===== src/rtl/cat_lock_pkg.sv =====
// Shared types and default sizing for the key-locked cat controller and its key provisioner.
package cat_lock_pkg;

  localparam int CAT_KEY_W    = 8;
  localparam int CAT_MAX_FAIL = 3;

  typedef enum logic [2:0] {
    IDLE,
    SHIFT,
    CHECK,
    ARMED,
    LOCKOUT
  } kp_state_t;

endpackage


===== src/rtl/cat_key_shreg.sv =====
// Serial key capture: MSB-first shift register with a bit counter.
// Shifting stops once KEY_W bits are held; o_full flags the frame as complete.
module cat_key_shreg #(
  parameter int KEY_W = 8
) (
  input  logic             clk,
  input  logic             rst,
  input  logic             i_clr,
  input  logic             i_shift,
  input  logic             i_sdi,
  output logic [KEY_W-1:0] o_shreg,
  output logic             o_full
);

  localparam int CNT_W = $clog2(KEY_W + 1);

  logic [KEY_W-1:0] r_shreg;
  logic [CNT_W-1:0] r_bit_cnt;
  logic [KEY_W-1:0] w_shifted;
  logic             w_full;

  assign w_shifted[0] = i_sdi;
  for (genvar gi = 1; gi < KEY_W; gi++) begin : g_shift
    assign w_shifted[gi] = r_shreg[gi-1];
  end

  assign w_full = (r_bit_cnt == CNT_W'(KEY_W));

  always_ff @(posedge clk or posedge rst) begin
    if (rst) begin
      r_shreg   <= '0;
      r_bit_cnt <= '0;
    end else if (i_clr) begin
      r_shreg   <= '0;
      r_bit_cnt <= '0;
    end else if (i_shift && !w_full) begin
      r_shreg   <= w_shifted;
      r_bit_cnt <= r_bit_cnt + 1'b1;
    end
  end

  assign o_shreg = r_shreg;
  assign o_full  = w_full;

endmodule


===== src/rtl/cat_key_provisioner.sv =====
// Receives the unlock key serially, checks even parity, and presents it to the locked FSM.
// Key is forced to zero until a frame passes; MAX_FAIL consecutive failures lock out until reset.
module cat_key_provisioner
  import cat_lock_pkg::*;
#(
  parameter int KEY_W    = CAT_KEY_W,
  parameter int MAX_FAIL = CAT_MAX_FAIL
) (
  input  logic             clk,
  input  logic             rst,
  input  logic             key_start,
  input  logic             key_sdi,
  input  logic             key_bit_vld,
  output logic [KEY_W-1:0] key_out,
  output logic             key_ready,
  output logic             key_err,
  output logic             locked,
  output logic             busy
);

  kp_state_t        r_state;
  kp_state_t        w_state_next;
  logic [KEY_W-1:0] w_shreg;
  logic             w_full;
  logic             w_clr;
  logic             w_shift;
  logic             w_par_sample;
  logic             w_pass;
  logic [3:0]       w_fail_inc;
  logic             r_parity;
  logic [3:0]       r_fail_cnt;
  logic [KEY_W-1:0] r_key_out;
  logic             r_key_ready;
  logic             r_key_err;
  logic             r_locked;
  logic             r_busy;

  cat_key_shreg #(
    .KEY_W (KEY_W)
  ) u_shreg (
    .clk     (clk),
    .rst     (rst),
    .i_clr   (w_clr),
    .i_shift (w_shift),
    .i_sdi   (key_sdi),
    .o_shreg (w_shreg),
    .o_full  (w_full)
  );

  assign w_pass     = ~(^w_shreg ^ r_parity);
  assign w_fail_inc = (r_fail_cnt >= 4'(MAX_FAIL)) ? r_fail_cnt : r_fail_cnt + 4'd1;

  always_ff @(posedge clk or posedge rst) begin
    if (rst) r_state <= IDLE;
    else     r_state <= w_state_next;
  end

  // A start pulse always wins over a same-cycle strobe, except in CHECK and LOCKOUT.
  always_comb begin
    w_state_next = r_state;
    w_clr        = 1'b0;
    w_shift      = 1'b0;
    w_par_sample = 1'b0;
    case (r_state)
      IDLE: begin
        if (key_start) begin
          w_clr        = 1'b1;
          w_state_next = SHIFT;
        end
      end
      SHIFT: begin
        if (key_start) begin
          w_clr = 1'b1;
        end else if (key_bit_vld) begin
          if (w_full) begin
            w_par_sample = 1'b1;
            w_state_next = CHECK;
          end else begin
            w_shift = 1'b1;
          end
        end
      end
      CHECK: begin
        if (w_pass)                          w_state_next = ARMED;
        else if (w_fail_inc >= 4'(MAX_FAIL)) w_state_next = LOCKOUT;
        else                                 w_state_next = IDLE;
      end
      ARMED: begin
        if (key_start) begin
          w_clr        = 1'b1;
          w_state_next = SHIFT;
        end
      end
      LOCKOUT: begin
        w_state_next = LOCKOUT;
      end
      default: begin
        w_state_next = IDLE;
      end
    endcase
  end

  always_ff @(posedge clk or posedge rst) begin
    if (rst) begin
      r_parity    <= 1'b0;
      r_fail_cnt  <= 4'd0;
      r_key_out   <= '0;
      r_key_ready <= 1'b0;
      r_key_err   <= 1'b0;
      r_locked    <= 1'b0;
      r_busy      <= 1'b0;
    end else begin
      if (w_par_sample) r_parity <= key_sdi;
      if (r_state == CHECK) r_fail_cnt <= w_pass ? 4'd0 : w_fail_inc;
      if (w_state_next != ARMED)  r_key_out <= '0;
      else if (r_state == CHECK)  r_key_out <= w_shreg;
      r_key_ready <= (w_state_next == ARMED);
      r_key_err   <= (r_state == CHECK) && !w_pass;
      r_locked    <= (w_state_next == LOCKOUT);
      r_busy      <= (w_state_next == SHIFT) || (w_state_next == CHECK);
    end
  end

  assign key_out   = r_key_out;
  assign key_ready = r_key_ready;
  assign key_err   = r_key_err;
  assign locked    = r_locked;
  assign busy      = r_busy;

endmodule


===== config.mk =====
export PLATFORM = sky130hd
export DESIGN_NAME = cat_key_provisioner
export DESIGN_NICKNAME = d
export VERILOG_FILES = /design/src/rtl/cat_lock_pkg.sv /design/src/rtl/cat_key_shreg.sv /design/src/rtl/cat_key_provisioner.sv
export SDC_FILE = /design/constraint.sdc
export NUM_CORES = 1
export LEC_CHECK = 0
export CAP_MARGIN = 10
export CORE_MARGIN = 2
export CORE_UTILIZATION = 36
export CTS_CLUSTER_DIAMETER = 60
export DETAILED_ROUTE_END_ITERATION = 12
export PLACE_DENSITY = 0.55
export SYNTH_ARGS = -nofsm -noshare
export SYNTH_HDL_FRONTEND = slang
export SYNTH_HIERARCHICAL = 1
export SYNTH_SLANG_ARGS = --single-unit

===== constraint.sdc =====
create_clock -name clk -period 2.3 [get_ports clk]
set_clock_uncertainty 0.1 [all_clocks]
set_input_delay 0.46 -clock clk [delete_from_list [all_inputs] [get_ports clk]]
set_output_delay 0.46 -clock clk [all_outputs]
set_load 0.02 [all_outputs]

# ---- After elaboration in Yosys (flattened, before gate mapping)
# Index checks and enable logic that the tools add are counted.
dict set report op_classes {
  n_addsub 2
  n_mul 0
  n_div 0
  order_cmp 2
  n_eq_ne 10
  n_shift 0
  muxes 25
  n_bitwise 1
  n_reduce_logical 10
}
# op n
set ops {}
lappend ops {{8-bit two-way mux} 4}
lappend ops {{3-bit two-way mux} 6}
lappend ops {{4-bit two-way mux} 4}
lappend ops {{3-bit by 2-bit == test with 1-bit output, second input constant} 4}
lappend ops {{3-bit one-hot mux with 4 select lines} 1}
lappend ops {{1-bit two-way mux} 10}
lappend ops {{4-bit by 1-bit adder with 4-bit output, second input constant} 2}
lappend ops {{4-bit by 2-bit greater-or-equal comparator with 1-bit output, second input constant} 2}
lappend ops {{8-bit XOR reduction} 1}
lappend ops {{3-bit by 1-bit == test with 1-bit output, second input constant} 2}
lappend ops {{3-bit == test, second input constant} 2}
lappend ops {{4-bit == test, second input constant} 1}
lappend ops {{2-bit nonzero test} 2}
lappend ops {{3-bit zero test} 1}
lappend ops {{3-bit by 2-bit != test with 1-bit output, second input constant} 1}
lappend ops {{3-bit OR reduction} 1}
lappend ops {{1-bit logical AND} 2}
lappend ops {{2-bit OR reduction} 1}
lappend ops {{1-bit zero test} 1}
lappend ops {{1-bit logical OR} 1}
lappend ops {{1-bit XOR} 1}
dict set report totals {
  regBits 32
  latch_bits 0
  mem_bits_rw 0
  rom_bits 0
  input_bits 5
  elab_cells 60
  memories 0
}

# ---- Logic depth before layout (Yosys ltp)
dict set report logic_depth {
  word_depth 8
  mapped_depth 9
  mapped_depth_nobuf 8
}

# ---- Modules after synthesis
# Netlist, hierarchy kept.
# module instances cells_each area_each_um2 seq_area_each_um2
set modules_own_cells {}
lappend modules_own_cells {cat_key_provisioner 1 82 975.9 500.5}
lappend modules_own_cells {cat_key_shreg 1 53 591.8 300.3}

# ---- Least setup slack after synthesis
# OpenSTA, ideal clock, no wires.
dict set report synth_path {
  path_kind {reg-to-reg}
  from {register u_shreg.r_shreg[2], in the netlist u_shreg/o_shreg[2]}
  to {register r_key_out[0], in the netlist key_out[0]}
  setup_ns 0.121
  arrival_time_ns 1.604
  setup_slack_ns 0.475
  path_stages_with_launch 6
  path_buffers 1
  period_less_slack_ns 1.825
  path_cell_list {dfrtp_1 > xor2_1 > xnor3_2 > mux2i_4 > buf_6 > a22o_1}
}
dict set report synth_via {
  elab_chain_cells 6
}
# item line_no
set synth_lines {}
lappend synth_lines {{from (decl)} cat_key_shreg.sv:17} ;# logic [KEY_W-1:0] r_shreg;
lappend synth_lines {{from (signal assigned)} cat_key_shreg.sv:37} ;# r_shreg <= w_shifted;
lappend synth_lines {{8-bit XOR reduction *} cat_key_provisioner.sv:50} ;# assign w_pass = ~(^w_shreg ^ r_parity);
lappend synth_lines {{1-bit XOR *} cat_key_provisioner.sv:50}
lappend synth_lines {{3-bit two-way mux *} cat_key_provisioner.sv:84} ;# if (w_pass) w_state_next = ARMED;
lappend synth_lines {{3-bit one-hot mux with 4 select lines *} cat_key_provisioner.sv:64} ;# case (r_state)
lappend synth_lines {{3-bit by 2-bit != test with 1-bit output *} cat_key_provisioner.sv:115} ;# if (w_state_next != ARMED) r_key_out <= '0;
lappend synth_lines {{8-bit two-way mux or 2-bit nonzero test (tied branches)} -}
lappend synth_lines {{to (signal assigned)} cat_key_provisioner.sv:116} ;# else if (r_state == CHECK) r_key_out <= w_shreg;
lappend synth_lines {{to (decl)} cat_key_provisioner.sv:32} ;# logic [KEY_W-1:0] r_key_out;
# Every way passes the cells marked *; elsewhere a longest branch is shown, timed or not.
# A chain may end at the register's enable or synchronous reset.

# ---- Worst setup path after layout
dict set report layout_path {
  from {register u_shreg.r_shreg[7], in the netlist u_shreg/o_shreg[7]}
  to {register r_key_ready, in the netlist key_ready}
}
dict set report layout_via {
  elab_chain_cells 5
}
# item line_no
set layout_lines {}
lappend layout_lines {{8-bit XOR reduction} cat_key_provisioner.sv:50}
lappend layout_lines {{1-bit XOR} cat_key_provisioner.sv:50}
lappend layout_lines {{3-bit two-way mux} cat_key_provisioner.sv:84}
lappend layout_lines {{3-bit one-hot mux with 4 select lines} cat_key_provisioner.sv:64}
lappend layout_lines {{3-bit by 2-bit == test with 1-bit output} cat_key_provisioner.sv:117} ;# r_key_ready <= (w_state_next == ARMED);
lappend layout_lines {{to (signal assigned)} cat_key_provisioner.sv:117}
lappend layout_lines {{to (decl)} cat_key_provisioner.sv:33} ;# logic r_key_ready;
# Every way passes these cells.

==> impl_metrics.py <==
metrics = {
    "synthesis": {
        "syn_nets": 143,
        "ys_seq_area_share_pct": 51.08,
        "yosysWarnings": 6,
        "async_flop_share_pct": 100.0,
        "synth_area_sq_um": 1568,
        "synth_edf_count": 0,
        "synth_ff_type": "dfrtp_1",
        "ys_ff_latch": 32,
        "ys_types": 42,
        "syn_area_per_cell_sq_um": 11.61,
        "netlist_instances": 135,
    },
    "timing": {
        "setup_viol": 0,
        "finalMaxSlewViolations": 0,
        "min_period_ns": 2.121,
        "grt_setup_unrepaired": "false",
        "max_slew_margin_pct": 68.48,
        "period_share_pct": 92.20,
        "max_clock_freq_ghz": 0.4716,
        "worst_slew_pin_slew_ns": 0.4722,
        "fin_tns_setup_ns": 0,
        "hold_viol_final": 0,
        "finalHoldWorstSlack_ns": 0.4045,
    },
    "grt": {
        "grt_overflow": 0,
        "grt_use_total_pct": 14.06,
        "grt_start_max_net_pins": 21,
        "first_global_vias": 1137,
        "antenna_found_initial": 0,
        "grt_pass1_wl_mm": 5.464,
    },
    "floorplan": {
        "io_pins": 17,
        "chipWidth_um": 69.99,
        "die_area_sq_um": 4899,
        "die_h_um": 69.99,
        "fp.coreArea_sq_um": 4086,
        "initial_core_util_pct": 38.36,
        "row_count": 23,
    },
    "status": {
        "status": "finished, final reports clean",
    },
    "clock_tree": {
        "root_buffer": "clkbuf_8",
        "htree_levels": 2,
        "clock_latency_ns": 0.27,
        "clk_pin_slew_ns": 0.06,
        "ctsHoldBuffers": 0,
        "cts_tree": "built",
        "postCtsSetupRepairBufs": 0,
        "clock-sinks": 32,
        "cts_inserted_buffers": 5,
        "post_cts_resized": 0,
        "clockBufferDepth": 2,
    },
    "setup_path": {
        "worstRegToRegCells": 5,
        "crit_path_end": "key_ready",
        "timing.critical_path.from": "u_shreg/o_shreg[7]",
        "critPathMaxFanout": 9,
        "critPathKind": "flop to flop",
        "rr_endpoint": "key_ready",
        "endpoint_kind": "flop",
        "arrival_ns": 2.17,
        "r2r_slack_ns": 0.18,
        "r2r_start": "u_shreg/o_shreg[7]",
        "crit_path_start_kind": "flop",
        "worstPathRequired_ns": 2.35,
    },
    "drt": {
        "vias": 1071,
        "drtPass1Iterations": 5,
        "totalWireLength_mm": 3.136,
        "drt_iter0_drc": 19,
        "wire_per_inst_um": 15.00,
        "drc": 0,
        "ant_nets": 0,
        "avgViaCountPerCell": 5.124,
    },
    "flow_run": {
        "drv_cap": 0,
    },
    "power": {
        "vdd_drop_max_v": 0.0002955,
        "leakagePower_nw": 0.9153,
        "power_density_nw_per_um2": 534.8,
    },
    "final_layout": {
        "area_delta_synth_final_pct": 20.43,
        "drive_gt1_share_pct": 11.95,
        "fin_nets": 169,
        "fillers": 392,
        "n_antenna_cell": 0,
    },
    "place": {
        "dp_hpwl_mm": 2.262,
        "gp_congestion": 0.8051,
        "portBuffers": 16,
    },
    "hold_path": {
        "whs_path_depth": 1,
        "hp-class": "flop to flop",
    },
}
-- per-layer routing --
metal  vias to the layer above  share of wire, %  track usage, %
met1                       536                48           18.60
met3                         2               2.6           3.608
met5                         -                 0               0
met2                        12                49           22.86
met4                         0              0.26           3.846
li1                        521                 -               -
-- cells in the mapped netlist, drive strengths merged (2+ instances only) --
master,count,share of area (%)
xnor2,3,1.7
nand3,3,0.96
a21o,3,1.4
mux2i,8,5.9
nor3b,3,1.4
and2,2,0.80
nor3,3,0.96
nand2b,8,3.2
inv,6,1.4
nor2b,2,0.80
dfrtp,32,51
nand2,12,2.9
a22o,8,4.5
ha,3,2.4
o21ai,2,0.64
buf,3,1.3
xnor3,2,3.0
a21oi,6,2.2
xor2,2,1.1
nor2,6,1.4
a211o,2,1.1
-- where the power goes --
group / internal [mW] / leakage (nW) / switching [mW]
sequential: 0.566 / 0.436 / 0.00325
combinational: 0.0260 / 0.444 / 0.0327
clock: 0.195 / 0.0359 / 0.187
total: 0.787 / 0.915 / 0.223
-- cell type report --
type                            count  area [sq um]  area share, %
Inverter                            6         22.52          1.193
Multi-Input combinational cell     93         720.7          38.17
Tap cell                           50         62.56          3.313
Clock buffer                        5         68.82          3.645
Timing Repair Buffer               23         212.7          11.27
Sequential cell                    32         800.8          42.41
-- worst min-delay path by stage --
stage,startpoint,end
after global placement,key_out[0],key_out[0]
after global routing,key_out[2],key_out[2]
after CTS,key_out[7],key_out[7]
final,key_out[2],key_out[2]
after detailed placement,key_out[2],key_out[2]
after floorplan,rst,u_shreg/o_shreg[0]
-- critical path, stage by stage (launching register included) --
cell	delay, ns
dfrtp_1	0.41
xnor2_1	0.26
xnor3_2	0.49
mux2i_4	0.28
buf_4	0.18
or2_2	0.29
-- state kept, by name, indices dropped and copies added, names as in the netlist --
signal,flops
r_state,3
locked,1
r_parity,1
busy,1
u_shreg/o_shreg,8
u_shreg/r_bit_cnt,4
key_ready,1
key_err,1
r_fail_cnt,4
key_out,8
-- through the flow --
| step | cell area (sq um) | cells | utilization, % | setup slack [ns] | power [mW] |
|---|---|---|---|---|---|
| finish | 1888 | 209 | 46.20 | 0.1794 | 1.010 |
| global route | 1888 | 209 | 46.20 | 0.1274 | 1.062 |
| CTS | 1888 | 209 | 46.20 | 0.1565 | 1.026 |
| detailed placement | 1819 | 204 | 44.52 | 0.1154 | 0.6396 |
| global placement | 1819 | 204 | 44.52 | 0.1638 | 0.6377 |
| floorplan | 1568 | 135 | - | 0.4750 | 0.6167 |
-- cells by family after synthesis --
group                      after synthesis  share of synthesized area (%)
muxes                                    9                          6.624
and+or+nand+nor                         47                          16.92
adders and majority gates                3                          2.395
AOI/OAI and AO/OA                       26                          12.77
xor gates and xnor gates                 8                          7.263
buffers and inverters                   10                          2.952
DFF                                     32                          51.08
-- placed cells by master, fill, tap and decap left out, types with 2 or more instances in the layout --
master / instances
o21ai_0: 2
a21o_1: 3
a21oi_1: 5
a22o_1: 8
inv_1: 6
xnor2_1: 3
ha_1: 3
clkbuf_8: 5
mux2i_1: 7
clkdlybuf4s50_1: 16
nor2b_1: 2
nor3_1: 3
nor2_1: 6
nor3b_1: 3
nand2_1: 12
nand2b_1: 8
a211o_1: 2
and2_1: 2
buf_4: 7
dfrtp_1: 32
nand3_1: 3
xor2_1: 2
No activity file was read; power rests on OpenSTA's default activity.
